`config.mk`:
```
export PLATFORM = sky130hd
export DESIGN_NAME = mcpu_alu_seq
export DESIGN_NICKNAME = d
export VERILOG_FILES = /design/src/rtl/mcpu_alu_seq.sv
export SDC_FILE = /design/constraint.sdc
export NUM_CORES = 1
export LEC_CHECK = 0
export ABC_AREA = 1
export CELL_PAD_IN_SITES_DETAIL_PLACEMENT = 0
export CELL_PAD_IN_SITES_GLOBAL_PLACEMENT = 1
export CORE_MARGIN = 2
export CORE_UTILIZATION = 39
export DETAILED_ROUTE_END_ITERATION = 8
export PLACE_DENSITY = 0.93
export SLEW_MARGIN = 20
export SYNTH_ARGS = -nofsm -noshare
export SYNTH_HDL_FRONTEND = slang
export SYNTH_SLANG_ARGS = --single-unit
```
`constraint.sdc`:
```
create_clock -name clk -period 3.9 [get_ports clk]
set_input_delay 1.17 -clock clk [delete_from_list [all_inputs] [get_ports clk]]
set_output_delay 1.17 -clock clk [all_outputs]
set_load 0.03 [all_outputs]
```
`src/rtl/mcpu_alu_seq.sv`:
```
// Registered MCPU ALU with start/busy/done handshake; MUL multi-cycle when MCPU_ALU_MUL_EN is defined.
// Latency: 1 cycle for single-cycle ops, WORD_SIZE+1 cycles for MUL.
// Backpressure: start is ignored while busy=1, with no queueing; a start in the done cycle is accepted.
module mcpu_alu_seq #(
    parameter int CMD_SIZE  = 3,
    parameter int WORD_SIZE = 8
) (
    input  logic                 clk,
    input  logic                 reset,
    input  logic                 start,
    input  logic [CMD_SIZE-1:0]  opcode,
    input  logic [WORD_SIZE-1:0] r1,
    input  logic [WORD_SIZE-1:0] r2,
    output logic [WORD_SIZE-1:0] out,
    output logic                 OVERFLOW,
    output logic                 ZERO,
    output logic                 busy,
    output logic                 done
);

    localparam int W = WORD_SIZE;

    logic [2:0]   op;
    logic         accept;
    logic [W-1:0] res;
    logic         res_ovf;

    assign op     = opcode[2:0];
    assign accept = start & ~busy;

    // Single-cycle datapath works straight off the inputs sampled at the accept edge.
    always_comb begin
        res     = '0;
        res_ovf = 1'b0;
        case (op)
            3'd0: res = r1 & r2;
            3'd1: res = r1 | r2;
            3'd2: res = r1 ^ r2;
            3'd3: begin
                res     = r1 + r2;
                res_ovf = (r1[W-1] == r2[W-1]) && (res[W-1] != r1[W-1]);
            end
            3'd4: begin
                res     = r1 - r2;
                res_ovf = (r1[W-1] != r2[W-1]) && (res[W-1] != r1[W-1]);
            end
            3'd6: begin
                res     = {r1[W-2:0], 1'b0};
                res_ovf = r1[W-1];
            end
            3'd7: res = {1'b0, r1[W-1:1]};
            default: begin
                res     = '0;
                res_ovf = 1'b0;
            end
        endcase
    end

`ifdef MCPU_ALU_MUL_EN
    localparam logic [0:0] IDLE = 1'b0;
    localparam logic [0:0] MUL  = 1'b1;
    localparam int CW = $clog2(WORD_SIZE);

    logic [0:0]     state;
    logic [W-1:0]   mcand;
    logic [2*W-1:0] prod;
    logic [2*W-1:0] prod_nxt;
    logic [W:0]     psum;
    logic [CW-1:0]  cnt;

    assign busy = (state == MUL);

    // Shift-add step: multiplier sits in the low half and drains out as the product shifts right.
    always_comb begin
        psum     = {1'b0, prod[2*W-1:W]} + {1'b0, (prod[0] ? mcand : {W{1'b0}})};
        prod_nxt = {psum, prod[W-1:1]};
    end

    always_ff @(posedge clk) begin
        if (reset) begin
            state    <= IDLE;
            out      <= '0;
            OVERFLOW <= 1'b0;
            ZERO     <= 1'b1;
            done     <= 1'b0;
            mcand    <= '0;
            prod     <= '0;
            cnt      <= '0;
        end else begin
            done <= 1'b0;
            case (state)
                IDLE: begin
                    if (accept) begin
                        if (op == 3'd5) begin
                            state <= MUL;
                            mcand <= r1;
                            prod  <= {{W{1'b0}}, r2};
                            cnt   <= '0;
                        end else begin
                            out      <= res;
                            OVERFLOW <= res_ovf;
                            ZERO     <= ~|res;
                            done     <= 1'b1;
                        end
                    end
                end
                MUL: begin
                    prod <= prod_nxt;
                    cnt  <= cnt + CW'(1);
                    // The final iteration's product is written straight to the result registers.
                    if (cnt == CW'(W - 1)) begin
                        out      <= prod_nxt[W-1:0];
                        OVERFLOW <= |prod_nxt[2*W-1:W];
                        ZERO     <= ~|prod_nxt[W-1:0];
                        done     <= 1'b1;
                        state    <= IDLE;
                    end
                end
                default: state <= IDLE;
            endcase
        end
    end
`else
    assign busy = 1'b0;

    always_ff @(posedge clk) begin
        if (reset) begin
            out      <= '0;
            OVERFLOW <= 1'b0;
            ZERO     <= 1'b1;
            done     <= 1'b0;
        end else begin
            done <= 1'b0;
            if (accept) begin
                out      <= res;
                OVERFLOW <= res_ovf;
                ZERO     <= ~|res;
                done     <= 1'b1;
            end
        end
    end
`endif

endmodule

```
==> flow_metrics.tcl <==
set metrics [dict create \
    grt.overflow.total 0 \
    rsz0062_at_grt "no" \
    syn_area_per_cell_sq_um 6.022 \
    drc 0 \
    antenna_found_initial 0 \
    vias 1995 \
    startpoint "r1[2]" \
    die_area_sq_um 5193 \
    max_stage_delay_ns 0.59 \
    ys_top_cells_by_area "ha_1 (17%), nand2_1 (14%), dfxtp_1 (12%)" \
    ys_types 33 \
    synth_most_common_cell "nand2_1" \
    fmax_ghz 0.3070 \
    ys_top_cells_by_count "nand2_1 (67), nor2_1 (47), inv_1 (42), nand3_1 (36), ha_1 (24)" \
    start_util 0.4093 \
    drt_first_pass_iters 7 \
    hold_violations 0 \
    antennaDiodeCount 0 \
    io_pins 34 \
    root_buffer "clkbuf_8" \
    slowest_stage "clkdlybuf4s50_1" \
    ctsResizeCount 0 \
    ys_seq_elements 11 \
    core_sq_um 4414 \
    total_power_mw 0.4869 \
    path_cells "clkdlybuf4s50_1 > inv_1 > ha_1 > inv_1 > a21oi_1 > nand2_1 > nand3_1 > nand3_1 > nand2_1 > nor2_1 > nor2_1 > nand2_1 > nand2_1 > inv_1" \
    period_share 0.8353 \
    setup_violations 0 \
    async_flop_share 0 \
    core.rowCount 24 \
    max_cap_violations 0 \
    grt_start_max_net_pins 13 \
    grt_pass1_vias 1786 \
    die_y_microns 72.07 \
    clk_pin_slew_worst_paths_ns 0.05 \
    rr_startpoint "out[0]$_SDFFE_PP0P_" \
    synth_mux_area_frac 0 \
    status "finished clean" \
    cts_setup_buffers 0 \
    drive_gt1_frac 0.05152 \
    chipWidth_microns 72.07 \
    critPathKind "primary input to flip-flop" \
    drt-initial-drc-count 115 \
    clock-sinks 11 \
    synth_nets 348 \
    synth.top_cell.area_share 0.1662 \
    yosysSeqAreaShare 0.1219 \
    clock_latency_ns 0.24 \
    cp-end-kind "flip-flop" \
    synth_xor_area_frac 0.004848 \
    syn_inst 300 \
    hold_path.class "flip-flop to flip-flop" \
    cp.required_ns 4.04 \
    clk_path_buf_depth 2 \
    nets 379 \
    synth_edf_count 0 \
    vias_per_cell 5.223 \
    synth-compound-area-share 0.1115 \
    wl_per_cell_microns 13.27 \
    ys_warn_count 0 \
    grtUsageTotal 0.1982 \
    hold_ws_ns 0.4651 \
    ir_drop_v 0.00009245 \
    worst_path_most_repeated_cell "nand2_1" \
    fillers 465 \
    p_leak_nw 1.150 \
    numPortBuffers 32 \
    grt_pass1_wl_microns 8211 \
    synth_top_family_by_area "simple AND/OR/NAND/NOR gates" \
    yosysTopAreaCell "ha_1" \
    critPathLaunchType "primary input" \
    htree_levels 1 \
    syn_area_sq_um 1807 \
    slew_viol_final 0 \
    cp.arrival_ns 3.40 \
    min_period_ns 3.258 \
    synth_adder_area_share 0.1884 \
    placed_area_sq_um 2138 \
    synth-simple-area-share 0.4363 \
    ctsHoldBuffers 0 \
    drtAntennaViolNets 0 \
    worstHoldStart "OVERFLOW$_SDFFE_PP0P_" \
    wl_microns 5068 \
    path_max_fanout 10 \
    hpwl_microns 4125 \
    dominantRegCellSynth "dfxtp_1" \
    cts_tree "done" \
    finClkSkew_ns 0 \
    numCtsBuffers 3 \
    gp_congestion 0.9317 \
    tns_ns 0 \
    finalInstanceArea_sq_um 2183 \
    area_delta_synth_final_pct 20.84 \
    power.density_nw_per_um2 223.0 \
]
-- through the flow --
stage / cells / utilization / setup slack, ns
final: 382 / 0.4946 / 0.6421
after CTS: 382 / 0.4946 / 0.6890
after global routing: 382 / 0.4946 / 0.4532
after floorplan: 300 / - / 1.324
after global placement: 378 / 0.4844 / 0.4517
after detailed placement: 378 / 0.4844 / 0.4464
-- cell type report --
type	count	area, sq um	area share
Timing Repair Buffer	34	335.3	0.1536
Tap cell	52	65.06	0.02980
Inverter	46	175.2	0.08023
Clock buffer	4	45.04	0.02063
Multi-Input combinational cell	235	1343	0.6149
Sequential cell	11	220.2	0.1009
-- placed cells by master (no fill, tap or decap), drive strengths merged --
cell type      instances
a21o                   1
a21oi                 15
buf                    2
clkbuf                 4
clkdlybuf4s50         32
clkinv                 1
conb                   1
dfxtp                 11
fa                     2
ha                    24
inv                   45
nand2                 70
nand3                 38
nand3b                 2
nand4                  9
nor2                  50
nor3                   1
o211ai                 3
o21a                   1
o21ai                 13
o21bai                 1
o22ai                  2
or2                    1
xor2                   1
-- per-layer routing --
layer | GRT usage | vias to the layer above | share of wire
li1 | - | 1019 | -
met1 | 0.2711 | 889 | 0.44
met2 | 0.3354 | 78 | 0.47
met3 | 0.009722 | 9 | 0.074
met4 | 0.06080 | 0 | 0.020
met5 | 0 | - | 0
-- worst max-delay path: cells and delay by family --
family	cells	cell delay, ns
buf+inv	4	0.81
compound gates	1	0.21
simple gates	8	0.72
fa+ha+maj	1	0.49
-- power breakdown --
part	total, mW	switching [mW]	leakage (nW)	internal, mW
Clock	0.113	0.0418	0.0228	0.0717
Sequential	0.126	0.00406	0.0913	0.122
Combinational	0.248	0.153	1.04	0.0948
-- cells by family (layout without fill, tap and decap cells) --
family,after synthesis,count (layout)
DFF,11,11
and+or+nand+nor,171,171
AOI/OAI and AO/OA,36,36
other,1,1
xor gates and xnor gates,1,1
buffers and inverters,54,84
adders and majority gates,26,26
-- path summary, 6_finish.rpt --
path,to,slack [ns],depth (start not counted)
max,out[7]$_SDFFE_PP0P_,0.64,14
min,OVERFLOW$_SDFFE_PP0P_,0.47,2
max reg2reg,out[0]$_SDFFE_PP0P_,3.16,3
min reg2reg,OVERFLOW$_SDFFE_PP0P_,0.47,2
-- registers in the layout, summed over array words and instances, names as in the netlist --
name	flops
ZERO	1
done	1
out	8
OVERFLOW	1
Note: power is estimated with default switching activity, not from simulation.
